`src/rtl/ahblite_ir_tx_pkg.sv`:
```
// ---------------------------------------------------------------------------
// Module   : ir_tx_pkg
// Purpose  : State encoding, NEC unit counts and register offsets for the IR transmitter.
// Revision : 1.0
// ---------------------------------------------------------------------------
`default_nettype none

package ir_tx_pkg;

  typedef enum logic [2:0] {
    IDLE       = 3'd0,
    LEAD_MARK  = 3'd1,
    LEAD_SPACE = 3'd2,
    BIT_MARK   = 3'd3,
    BIT_SPACE  = 3'd4,
    REP_SPACE  = 3'd5,
    STOP_MARK  = 3'd6
  } ir_state_e;

  localparam int REM_W = 5;

  localparam logic [REM_W-1:0] LEAD_MARK_UNITS  = 5'd16;
  localparam logic [REM_W-1:0] LEAD_SPACE_UNITS = 5'd8;
  localparam logic [REM_W-1:0] REP_SPACE_UNITS  = 5'd4;
  localparam logic [REM_W-1:0] BIT_MARK_UNITS   = 5'd1;
  localparam logic [REM_W-1:0] ONE_SPACE_UNITS  = 5'd3;
  localparam logic [REM_W-1:0] ZERO_SPACE_UNITS = 5'd1;
  localparam logic [REM_W-1:0] STOP_UNITS       = 5'd1;

  localparam logic [31:0] DATA_OFS   = 32'h0;
  localparam logic [31:0] STATUS_OFS = 32'h4;

  function automatic logic is_mark(input ir_state_e s);
    return (s == LEAD_MARK) || (s == BIT_MARK) || (s == STOP_MARK);
  endfunction

endpackage

`default_nettype wire

```
`src/rtl/ahblite_ir_tx_if.sv`:
```
// ---------------------------------------------------------------------------
// Module   : ahblite_ir_tx_if
// Purpose  : AHB-Lite slave-side bundle for the IR transmitter.
// Revision : 1.0
// ---------------------------------------------------------------------------
`default_nettype none

interface ahblite_ir_tx_if;
  logic        HSEL;
  logic [31:0] HADDR;
  logic [1:0]  HTRANS;
  logic [2:0]  HSIZE;
  logic [3:0]  HPROT;
  logic        HWRITE;
  logic [31:0] HWDATA;
  logic        HREADY;
  logic        HREADYOUT;
  logic [31:0] HRDATA;
  logic        HRESP;

  modport master (
    output HSEL, HADDR, HTRANS, HSIZE, HPROT, HWRITE, HWDATA, HREADY,
    input  HREADYOUT, HRDATA, HRESP
  );

  modport slave (
    input  HSEL, HADDR, HTRANS, HSIZE, HPROT, HWRITE, HWDATA, HREADY,
    output HREADYOUT, HRDATA, HRESP
  );
endinterface

`default_nettype wire

```
`src/rtl/ahblite_ir_tx_carrier_gen.sv`:
```
// ---------------------------------------------------------------------------
// Module   : ir_carrier_gen
// Purpose  : Carrier phase counter with duty compare; held at zero while restart is high.
// Revision : 1.0
// ---------------------------------------------------------------------------
`default_nettype none

module ir_carrier_gen #(
  parameter int CARR_DIV = 1316,
  parameter int CARR_ON  = 439
) (
  input  logic clk_i,
  input  logic rst_ni,
  input  logic en_i,
  input  logic restart_i,
  output logic carrier_o
);

  localparam int CW = $clog2(CARR_DIV);
  localparam logic [CW-1:0] C_LAST = CW'(CARR_DIV - 1);
  localparam logic [CW-1:0] C_ON   = CW'(CARR_ON);

  logic [CW-1:0] cnt_q;
  logic [CW-1:0] cnt_d;

  always_comb begin
    cnt_d = cnt_q;
    if (restart_i) begin
      cnt_d = '0;
    end else if (en_i) begin
      cnt_d = (cnt_q == C_LAST) ? '0 : cnt_q + CW'(1);
    end
  end

  always_ff @(posedge clk_i or negedge rst_ni) begin
    if (!rst_ni) begin
      cnt_q <= '0;
    end else begin
      cnt_q <= cnt_d;
    end
  end

  assign carrier_o = en_i && (cnt_q < C_ON);

endmodule

`default_nettype wire

```
`src/rtl/ahblite_ir_tx.sv`:
```
// ---------------------------------------------------------------------------
// Module   : ahblite_ir_tx
// Purpose  : AHB-Lite NEC infrared transmitter; IR_TX_REPEAT_EN adds repeat frames.
// Revision : 1.0
// ---------------------------------------------------------------------------
`default_nettype none

module ahblite_ir_tx
  import ir_tx_pkg::*;
#(
  parameter int UNIT_CYCLES = 28125,
  parameter int CARR_DIV    = 1316,
  parameter int CARR_ON     = 439
) (
  input  logic             HCLK,
  input  logic             HRESETn,
  ahblite_ir_tx_if.slave   ahb,
  output logic             ir_tx_out,
  output logic             ir_tx_irq
);

  localparam int UW = $clog2(UNIT_CYCLES);
  localparam logic [UW-1:0] C_UNIT_LAST = UW'(UNIT_CYCLES - 1);

  logic             wr_q, rd_q, ofs_q;
  ir_state_e        state_q;
  logic [UW-1:0]    unit_q;
  logic [REM_W-1:0] rem_q;
  logic [5:0]       bit_q;
  logic [7:0]       addr_q, cmd_q;
  logic             rep_q, irq_q, done_q, err_q;

  logic             addr_ok, data_wr, stat_wr, busy, start, err_set;
  logic             unit_wrap, last_unit, rep_req, mark;
  logic [31:0]      frame_bits;
  logic [REM_W-1:0] space_units;
  logic [31:0]      hrdata;
  logic             unused_bus;

  // Address phase: remember offset and direction for the following data phase.
  assign addr_ok = ahb.HSEL && ahb.HTRANS[1];

  always_ff @(posedge HCLK or negedge HRESETn) begin
    if (!HRESETn) begin
      wr_q  <= 1'b0;
      rd_q  <= 1'b0;
      ofs_q <= 1'b0;
    end else if (ahb.HREADY) begin
      wr_q  <= addr_ok && ahb.HWRITE;
      rd_q  <= addr_ok && !ahb.HWRITE;
      ofs_q <= ahb.HADDR[2];
    end
  end

  assign busy    = (state_q != IDLE);
  assign data_wr = wr_q && (ofs_q == DATA_OFS[2]);
  assign stat_wr = wr_q && (ofs_q == STATUS_OFS[2]);
  assign start   = data_wr && !busy;
  assign err_set = data_wr && busy;

`ifdef IR_TX_REPEAT_EN
  assign rep_req = ahb.HWDATA[31];
`else
  assign rep_req = 1'b0;
`endif

  // Sent LSB first: addr, ~addr, cmd, ~cmd.
  assign frame_bits  = {~cmd_q, cmd_q, ~addr_q, addr_q};
  assign space_units = frame_bits[bit_q[4:0]] ? ONE_SPACE_UNITS : ZERO_SPACE_UNITS;
  assign unit_wrap   = (unit_q == C_UNIT_LAST);
  assign last_unit   = unit_wrap && (rem_q == REM_W'(1));

  always_ff @(posedge HCLK or negedge HRESETn) begin
    if (!HRESETn) begin
      state_q <= IDLE;
      unit_q  <= '0;
      rem_q   <= '0;
      bit_q   <= '0;
      addr_q  <= '0;
      cmd_q   <= '0;
      rep_q   <= 1'b0;
      irq_q   <= 1'b0;
      done_q  <= 1'b0;
      err_q   <= 1'b0;
    end else begin
      irq_q <= 1'b0;
      if (stat_wr && ahb.HWDATA[1]) done_q <= 1'b0;
      if (stat_wr && ahb.HWDATA[2]) err_q  <= 1'b0;
      if (err_set)                  err_q  <= 1'b1;

      if (state_q == IDLE) begin
        unit_q <= '0;
        if (start) begin
          state_q <= LEAD_MARK;
          rem_q   <= LEAD_MARK_UNITS;
          bit_q   <= '0;
          rep_q   <= rep_req;
          if (!rep_req) begin
            addr_q <= ahb.HWDATA[15:8];
            cmd_q  <= ahb.HWDATA[7:0];
          end
        end
      end else begin
        unit_q <= unit_wrap ? '0 : unit_q + UW'(1);
        if (unit_wrap && !last_unit) rem_q <= rem_q - REM_W'(1);

        case (state_q)
          LEAD_MARK: if (last_unit) begin
            if (rep_q) begin
              state_q <= REP_SPACE;
              rem_q   <= REP_SPACE_UNITS;
            end else begin
              state_q <= LEAD_SPACE;
              rem_q   <= LEAD_SPACE_UNITS;
            end
          end
          LEAD_SPACE: if (last_unit) begin
            state_q <= BIT_MARK;
            rem_q   <= BIT_MARK_UNITS;
            bit_q   <= '0;
          end
          BIT_MARK: if (last_unit) begin
            state_q <= BIT_SPACE;
            rem_q   <= space_units;
          end
          BIT_SPACE: if (last_unit) begin
            if (bit_q == 6'd31) begin
              state_q <= STOP_MARK;
              rem_q   <= STOP_UNITS;
            end else begin
              state_q <= BIT_MARK;
              rem_q   <= BIT_MARK_UNITS;
              bit_q   <= bit_q + 6'd1;
            end
          end
          REP_SPACE: if (last_unit) begin
            state_q <= STOP_MARK;
            rem_q   <= STOP_UNITS;
          end
          STOP_MARK: if (last_unit) begin
            state_q <= IDLE;
            irq_q   <= 1'b1;
            done_q  <= 1'b1;
          end
          default: state_q <= IDLE;
        endcase
      end
    end
  end

  // Carrier phase sits at zero outside marks, so every mark entry starts high.
  assign mark = is_mark(state_q);

  ir_carrier_gen #(
    .CARR_DIV (CARR_DIV),
    .CARR_ON  (CARR_ON)
  ) u_carrier (
    .clk_i     (HCLK),
    .rst_ni    (HRESETn),
    .en_i      (mark),
    .restart_i (!mark),
    .carrier_o (ir_tx_out)
  );

  assign ir_tx_irq = irq_q;

  always_comb begin
    hrdata = '0;
    if (rd_q) begin
      hrdata = ofs_q ? {29'b0, err_q, done_q, busy} : {16'b0, addr_q, cmd_q};
    end
  end

  assign ahb.HRDATA    = hrdata;
  assign ahb.HREADYOUT = 1'b1;
  assign ahb.HRESP     = 1'b0;

  assign unused_bus = ^{ahb.HADDR[31:3], ahb.HADDR[1:0], ahb.HTRANS[0], ahb.HSIZE,
                        ahb.HPROT, ahb.HWDATA[31:16]};

endmodule

`default_nettype wire

```
`src/flat_wrapper.sv`:
```
// flat-port wrapper written by rule: the top's interface ports become plain ports
module ahblite_ir_tx_flat import ir_tx_pkg::*;
#(
  parameter int UNIT_CYCLES = 28125,
  parameter int CARR_DIV    = 1316,
  parameter int CARR_ON     = 439
)
  (HCLK, HRESETn, ir_tx_out, ir_tx_irq, ahb_HSEL, ahb_HADDR, ahb_HTRANS, ahb_HSIZE, ahb_HPROT, ahb_HWRITE, ahb_HWDATA, ahb_HREADY, ahb_HREADYOUT, ahb_HRDATA, ahb_HRESP);
  ahblite_ir_tx_if ahb_i ();
  input  logic HCLK;
  input  logic HRESETn;
  output logic ir_tx_out;
  output logic ir_tx_irq;
  input wire logic [$bits(ahb_i.HSEL)-1:0] ahb_HSEL;
  input wire logic [$bits(ahb_i.HADDR)-1:0] ahb_HADDR;
  input wire logic [$bits(ahb_i.HTRANS)-1:0] ahb_HTRANS;
  input wire logic [$bits(ahb_i.HSIZE)-1:0] ahb_HSIZE;
  input wire logic [$bits(ahb_i.HPROT)-1:0] ahb_HPROT;
  input wire logic [$bits(ahb_i.HWRITE)-1:0] ahb_HWRITE;
  input wire logic [$bits(ahb_i.HWDATA)-1:0] ahb_HWDATA;
  input wire logic [$bits(ahb_i.HREADY)-1:0] ahb_HREADY;
  output wire logic [$bits(ahb_i.HREADYOUT)-1:0] ahb_HREADYOUT;
  output wire logic [$bits(ahb_i.HRDATA)-1:0] ahb_HRDATA;
  output wire logic [$bits(ahb_i.HRESP)-1:0] ahb_HRESP;
  assign ahb_i.HSEL = ahb_HSEL;
  assign ahb_i.HADDR = ahb_HADDR;
  assign ahb_i.HTRANS = ahb_HTRANS;
  assign ahb_i.HSIZE = ahb_HSIZE;
  assign ahb_i.HPROT = ahb_HPROT;
  assign ahb_i.HWRITE = ahb_HWRITE;
  assign ahb_i.HWDATA = ahb_HWDATA;
  assign ahb_i.HREADY = ahb_HREADY;
  assign ahb_HREADYOUT = ahb_i.HREADYOUT;
  assign ahb_HRDATA = ahb_i.HRDATA;
  assign ahb_HRESP = ahb_i.HRESP;
  ahblite_ir_tx #(.UNIT_CYCLES(UNIT_CYCLES), .CARR_DIV(CARR_DIV), .CARR_ON(CARR_ON)) u_core (.HCLK(HCLK), .HRESETn(HRESETn), .ahb(ahb_i), .ir_tx_out(ir_tx_out), .ir_tx_irq(ir_tx_irq));
endmodule
```
`config.mk`:
```
export PLATFORM = sky130hd
export DESIGN_NAME = ahblite_ir_tx_flat
export DESIGN_NICKNAME = d
export VERILOG_FILES = /design/src/rtl/ahblite_ir_tx_pkg.sv /design/src/rtl/ahblite_ir_tx_if.sv /design/src/rtl/ahblite_ir_tx_carrier_gen.sv /design/src/rtl/ahblite_ir_tx.sv /design/src/flat_wrapper.sv
export SDC_FILE = /design/constraint.sdc
export NUM_CORES = 1
export LEC_CHECK = 0
export BUFFER_PORTS_ARGS = -buffer_cell sky130_fd_sc_hd__buf_2
export CAP_MARGIN = 10
export CORE_ASPECT_RATIO = 1.5
export CORE_UTILIZATION = 50
export CTS_CLUSTER_SIZE = 16
export DETAILED_ROUTE_END_ITERATION = 10
export GPL_ROUTABILITY_DRIVEN = 0
export GPL_TIMING_DRIVEN = 0
export PLACE_DENSITY = 0.81
export SLEW_MARGIN = 20
export SYNTH_ARGS = -nofsm -noshare
export SYNTH_HDL_FRONTEND = slang
export SYNTH_SLANG_ARGS = --single-unit
export TNS_END_PERCENT = 1
```
`constraint.sdc`:
```
create_clock -name HCLK -period 3.81 [get_ports HCLK]
set_clock_uncertainty 0.05 [all_clocks]
set_input_delay 0.5715 -clock HCLK [delete_from_list [all_inputs] [get_ports HCLK]]
set_output_delay 0.5715 -clock HCLK [all_outputs]
set_load 0.005 [all_outputs]
```
==> key figures, run 1 <==
Run status
  • Status: finished clean

STA
  • Final setup viols: 0
  • TNS Setup: 0 ns
  • FMAX: 387 MHz
  • Setup ws final: 1.23 ns
  • Worst-margin pin slew: 0.843 ns
  • Max-slew headroom: roughly 43%
  • Min Tclk post-route: 2.58 ns
  • Final Hold Viols: 0
  • Fraction of the cycle the final worst path needs: 67.8%
  • Max-slew violation count: 0
  • RSZ-0062 raised after global routing: no
  • Final hold slack: 0.239 ns

Pwr
  • Clock power share: 33.9%
  • P_leak: 1.99 nW
  • Seq pwr share: 46.5%
  • Total internal power: about 1.3 mW
  • Sw Pwr: ~0.56 mW
  • Final Power: around 1.9 mW
  • Comb power frac: 19.5%
  • Power Density: around 480 nW/µm²
  • Switch share: just under 30%
  • Max IR drop VDD: 0.000416 V

Final layout
  • Share of post-route cells with drive strength above 1: around 20%
  • Commonest non-fill, non-tap cells in the layout: 71 x nand2_1, 62 x dfrtp_1, 47 x nor2_1
  • Nets: 529
  • Ant. Diodes: 0
  • Most common cell after layout, fill and taps aside: nand2_1
  • Post-layout util: approximately 61%
  • Layout area overhead: 16.9%
  • Fillers: 553
  • Layout Cells excl Fill: 525
  • Post-route cell area: 4010 µm²

Floorplan
  • Die X: 69.6 µm
  • # IOs: 114
  • Initial cell density of the core: 52.2%
  • Placeable Area: ~6600 µm²
  • Die area: 7210 µm²
  • Die Y: 103 µm
  • Row count: 36

Synth
  • Post-synth EDFFs: 0
  • Instance count of the mapped netlist: 378
  • Yosys reg bits: a little over 60
  • Top cell type's share of synthesized area: 45.2%
  • Register area share after synthesis: 45.2%
  • Fraction of registers with async set/reset: 100%
  • Top_reg_cell synth: dfrtp_1
  • Syn Area/Cell: 9.08 µm²
  • Most area-hungry cell type in the Yosys netlist: dfrtp_1
  • Post-synth cell types: 47
  • Main area contributors after synthesis: dfrtp_1 45%, nand2_1 7.8%, nor2_1 5.1%
  • Synth Cell Area: 3430 µm²
  • Yosys warns: 0

CTS
  • CTS root buf: clkbuf_8
  • Worst-skew pair later-pin latency: 0.34 ns
  • Clk sinks: 62
  • Clock buffer depth: 2
  • H-Tree Depth: 3
  • Setup Fix Bufs, Post-CTS: 0
  • Worst-path clk slew: 0.07 ns
  • Hold buffers post-CTS: 0
  • CTS tree: built
  • Num CTS Buffers: 9
  • Post-CTS resize count: 0

Placed design
  • Port Buffers: 40
  • Area post-placement: 3790 µm²
  • DP Cell Count: 510
  • Dpl ws: 1.30 ns
  • DP HPWL: 5000 µm

Critical path
  • Crit path kind: flip-flop to primary output
  • Crit start category: flip-flop
  • Critical Path Sink: ahb_HRDATA[0]
  • FF-to-FF path depth: 5
  • Crit. Startpoint: u_core.state_q[2]
  • CP required: 3.19 ns
  • Worst Path Arrival: about 2.0 ns
  • Worst Path Max Fanout: 10
  • Internal reg-to-reg setup slack: 1.27 ns
  • CP endpoint kind: primary output
  • Worst R2R Start: u_core.unit_q[9]
  • FF-to-FF End: u_core.bit_q[1]

Route
  • Total number of vias: 2,847
  • Antenna Nets Post-Route: 0
  • DR pass1 iterations: 4
  • Drt wl/cell: between 10 and 15 µm
  • Final WL: 6910 µm
  • DR iter-0 viols: 110
  • DRC viols: 0
  • Routed vias/inst: 5.42

Run
  • Max_cap viols: 0

Global routing
  • Initial antenna violation count: 0
  • Grt ovf: 0
  • Largest net degree at the start of global routing: 63
  • First-pass GRT wire length: around 12,000 µm
  • Vias in the first global route: 2,795
  • GRT Util Overall: 21.3%

Min path
  • Hold Path Class: input port to async pin
==> cell usage after synthesis (3+ instances only) <==
cell / instances
a211oi_1: 3
nor3_1: 3
and3_1: 4
or3_1: 3
inv_1: 12
mux2i_1: 7
nand2b_1: 5
ha_1: 6
xor2_1: 13
clkbuf_1: 13
nand3_1: 20
nor2_1: 47
and2_1: 13
a21oi_1: 10
mux4_2: 5
nand4_1: 10
nor4_1: 3
dfrtp_1: 62
o21ai_0: 9
buf_4: 18
xnor2_1: 10
nand2_1: 71
==> kinds of logic after synthesis <==
group / Yosys count / synth area share (%)
AND/OR/NAND/NOR: 190 / 26.5
flip-flops: 62 / 45.2
buffers and inverters: 45 / 6.96
AO/OA/AOI/OAI: 35 / 6.78
XOR/XNOR: 23 / 5.87
multiplexers: 15 / 6.31
adder cells (fa/ha/maj): 6 / 2.19
other: 2 / 0.219
==> power groups by stage <==
stage	registers, mW	logic [mW]	clock network [mW]
6_report	0.886	0.372	0.647
5_1_grt	0.901	0.431	0.690
4_1_cts	0.884	0.376	0.659
3_5_place_dp	0.895	0.375	0
3_3_place_gp	0.885	0.364	0
2_1_floorplan	0.858	0.286	0
==> cell type report <==
| cell class | instances | area, µm² | share of cell area [%] |
|---|---|---|---|
| Multi-Input combinational cell | 287 | 1700 | 42.4 |
| Sequential cell | 62 | 1550 | 38.7 |
| Clock inverter | 4 | 70.1 | 1.75 |
| Inverter | 12 | 45.0 | 1.12 |
| Buffer | 33 | 194 | 4.83 |
| Clock buffer | 11 | 151 | 3.77 |
| Timing Repair Buffer | 40 | 203 | 5.05 |
| Tap cell | 76 | 95.1 | 2.37 |
==> flip-flops by register name (all words and copies together) (netlist names) <==
signal and flops:
u_core.ofs_q 1, u_core.wr_q 1, u_core.unit_q 15, u_core.rem_q 5
u_core.state_q 3, u_core.bit_q 6, u_core.cmd_q 8, u_core.ir_tx_irq 1
u_core.err_q 1, u_core.addr_q 8, u_core.done_q 1, u_core.rd_q 1
u_core.u_carrier.cnt_q 11
==> metal layers <==
| metal | track usage, % | up-vias | part of all wire (%) |
|---|---|---|---|
| met2 | 37.6 | 65 | 52 |
| met4 | 10.9 | 0 | 2.5 |
| met1 | 23.8 | 1391 | 41 |
| li1 | - | 1370 | - |
| met3 | 5.81 | 21 | 4.1 |
| met5 | 0 | - | 0 |
==> worst max-delay path, cell delays in order (launching register included) <==
cell	delay, ns
dfrtp_1	0.37
clkbuf_1	0.21
nor3_1	0.72
a211oi_1	0.17
buf_2	0.16
==> how the worst min path moves through the flow <==
stage / start / to / cells after the start
6_report: HRESETn / u_core.cmd_q[3] / 1
5_1_grt: HRESETn / u_core.cmd_q[3] / 1
4_1_cts: HRESETn / u_core.cmd_q[3] / 1
3_5_place_dp: u_core.u_carrier.cnt_q[0] / u_core.u_carrier.cnt_q[0] / 1
3_3_place_gp: u_core.u_carrier.cnt_q[0] / u_core.u_carrier.cnt_q[0] / 1
2_1_floorplan: HRESETn / u_core.addr_q[0] / 0
Power figures use the tool's default switching activity.
==> inputs of run 2 (changes only) <==
==> constraint.sdc (replaced) <==
create_clock -name HCLK -period 2.4 [get_ports HCLK]
set_clock_uncertainty 0.05 [all_clocks]
set_input_delay 0.36 -clock HCLK [delete_from_list [all_inputs] [get_ports HCLK]]
set_output_delay 0.36 -clock HCLK [all_outputs]
set_load 0.005 [all_outputs]
==> run 2 against run 1 <==
Effect of this change: sequential power is 59% higher; sequential cell count stayed put; register-to-register slack worse by 1.2 ns; count of clock-buffer cells in the layout unchanged; via count up 0.32%; critical path type is now flip-flop to flip-flop.
==> key figures, run 2 (same netlist as run 1, synthesis figures left out) <==
Final layout
  • Most common cell after layout, fill and taps aside: nand2_1
  • Sequential standard cell area: approximately 1600 µm²
  • Fillers: 550
  • Commonest non-fill, non-tap cells in the layout: 71 x nand2_1, 62 x dfrtp_1, 46 x nor2_1
  • Layout Cells excl Fill: 527
  • Ant. Diodes: 0
  • Layout area overhead: 17.8%
  • Max reg flops: 15
  • Share of post-route cells with drive strength above 1: a little over a fifth
  • Nets: 531
  • Largest Register: u_core.unit_q
  • Post-route cell area: 4040 µm²
  • Multi-input logic area: 1720 µm²
  • Top flop regs: u_core.unit_q (15), u_core.u_carrier.cnt_q (11)

Route
  • Drt wl/cell: 13.2 µm
  • Final WL: 6960 µm
  • Antenna Nets Post-Route: 0
  • DRC viols: 0
  • Routed vias/inst: 5.42
  • Total number of vias: 2,856
  • DR iter-0 viols: 88
  • DR pass1 iterations: 4

CTS
  • H-Tree Depth: 3
  • Worst-skew pair later-pin latency: 0.34 ns
  • Worst-path clk slew: 0.07 ns
  • Clk sinks: 62
  • Clock buffer depth: 2
  • CTS root buf: clkbuf_8
  • CTS tree: built
  • Num CTS Buffers: 9

Critical path
  • CP max-delay cell: or4b_4
  • CP required: 2.58 ns
  • Worst Path Max Fanout: 6
  • Max incr delay on CP: 0.55 ns
  • Bufs and invs on worst path: 1
  • Crit-path cells: or4b_4, nor4_4, buf_4, nand4_2, a21oi_2, mux2_1
  • Worst Path Arrival: around 2.5 ns
  • Top cell family by delay on the critical path: simple AND/OR/NAND/NOR gates
  • CP endpoint kind: flip-flop
  • Crit start category: flip-flop
  • Crit path kind: flip-flop to flip-flop

Floorplan
  • Die Y: 103 µm
  • Die area: 7210 µm²
  • Die X: 69.6 µm
  • Placeable Area: 6580 µm²
  • Row count: 36
  • Initial cell density of the core: 52.2%
  • # IOs: 114

Run status
  • Status: finished clean

STA
  • Max-slew headroom: 49.5%
  • FMAX: 432 MHz
  • Min Tclk post-route: ~2.3 ns
  • Worst-margin pin slew: 0.758 ns
  • Fraction of the cycle the final worst path needs: between 90% and 100%
  • Final setup viols: 0
  • Max-slew violation count: 0
  • TNS Setup: 0 ns
  • Final hold slack: between 0.02 and 0.025 ns
  • Final Hold Viols: 0
  • RSZ-0062 raised after global routing: yes

Pwr
  • Final Power: 3.03 mW
  • Max IR drop VDD: 0.000666 V
  • P_leak: 2.00 nW
  • Power Density: around 750 nW/µm²

Global routing
  • Initial antenna violation count: 0
  • First-pass GRT wire length: ~12,000 µm
  • Grt ovf: 0
  • GRT Util Overall: 21.4%
  • Vias in the first global route: 2,799
  • Largest net degree at the start of global routing: 63

Placed design
  • DP Cell Count: 510
  • Port Buffers: 40
  • DP HPWL: about 5000 µm
  • Area post-placement: 3790 µm²

Run
  • Max_cap viols: 0

Min path
  • Hold Path Class: input port to async pin
[run 2: changes by cell type in the layout (fill, tap and decap cells not counted), sizes merged]
| cell | delta |
|---|---|
| buf | +1 |
| clkbuf | +1 |
[run 2: worst reg2reg max path: stages, from the launching register on]
cell,delay [ns]
dfrtp_1,0.44
or4b_4,0.55
nor4_4,0.21
buf_4,0.19
nand4_2,0.14
a21oi_2,0.28
mux2_1,0.34
[run 2: path summary, 6_finish.rpt]
path | start | slack (ns) | depth (start not counted) | to
worst max register to register | u_core.unit_q[9] | 0.09 | 6 | u_core.bit_q[1]
worst min-delay path | HRESETn | 0.02 | 1 | u_core.cmd_q[3]
max in group asynchronous | HRESETn | 1.76 | 1 | u_core.u_carrier.cnt_q[6]
worst min register to register | u_core.u_carrier.cnt_q[0] | 0.41 | 1 | u_core.u_carrier.cnt_q[0]
min in group HCLK | ahb_HWDATA[0] | 0.15 | 3 | u_core.cmd_q[0]
worst max-delay path | u_core.unit_q[9] | 0.09 | 6 | u_core.bit_q[1]
[run 2: through the flow]
step	setup WS, ns	utilization (%)
2_1_floorplan	0.183	-
3_3_place_gp	-0.0656	57.6
3_5_place_dp	-0.112	57.6
4_1_cts	0.00241	61.3
5_1_grt	-0.0446	61.5
6_report	0.0863	61.5
[run 2: per-layer routing]
layer / share of wire [%] / GRT usage, %
met1: 41 / 24.2
met2: 52 / 37.6
met3: 3.4 / 5.72
met4: 3.3 / 10.8
met5: 0 / 0
[run 2: what timing repair did]
| item | 4_1_cts | 5_1_grt |
|---|---|---|
| setup endpoints to repair | 5 | 31 |
| pin swaps | 1 | 0 |
| hold buffers | 0 | 0 |
| setup buffers | 2 | 0 |
| gates resized for setup | 1 | 5 |
[run 2: report_power, final]
| group | total (mW) | internal [mW] | switching [mW] | leakage [nW] |
|---|---|---|---|---|
| registers | 1.41 | 1.23 | 0.176 | 0.812 |
| logic | 0.595 | 0.270 | 0.326 | 1.08 |
| clock network | 1.03 | 0.632 | 0.398 | 0.115 |
| total | 3.03 | 2.13 | 0.899 | 2.00 |
[run 2: cell type report]
| class | instances | share of cell area (%) |
|---|---|---|
| repair buffers | 42 | 5.39 |
| plain buffers | 33 | 4.86 |
| inverters | 12 | 1.11 |
| clock inverters | 4 | 1.73 |
| clock buffers | 11 | 3.74 |
| multi-input cells | 287 | 42.4 |
| flip-flops and latches | 62 | 38.4 |
| well taps | 76 | 2.35 |
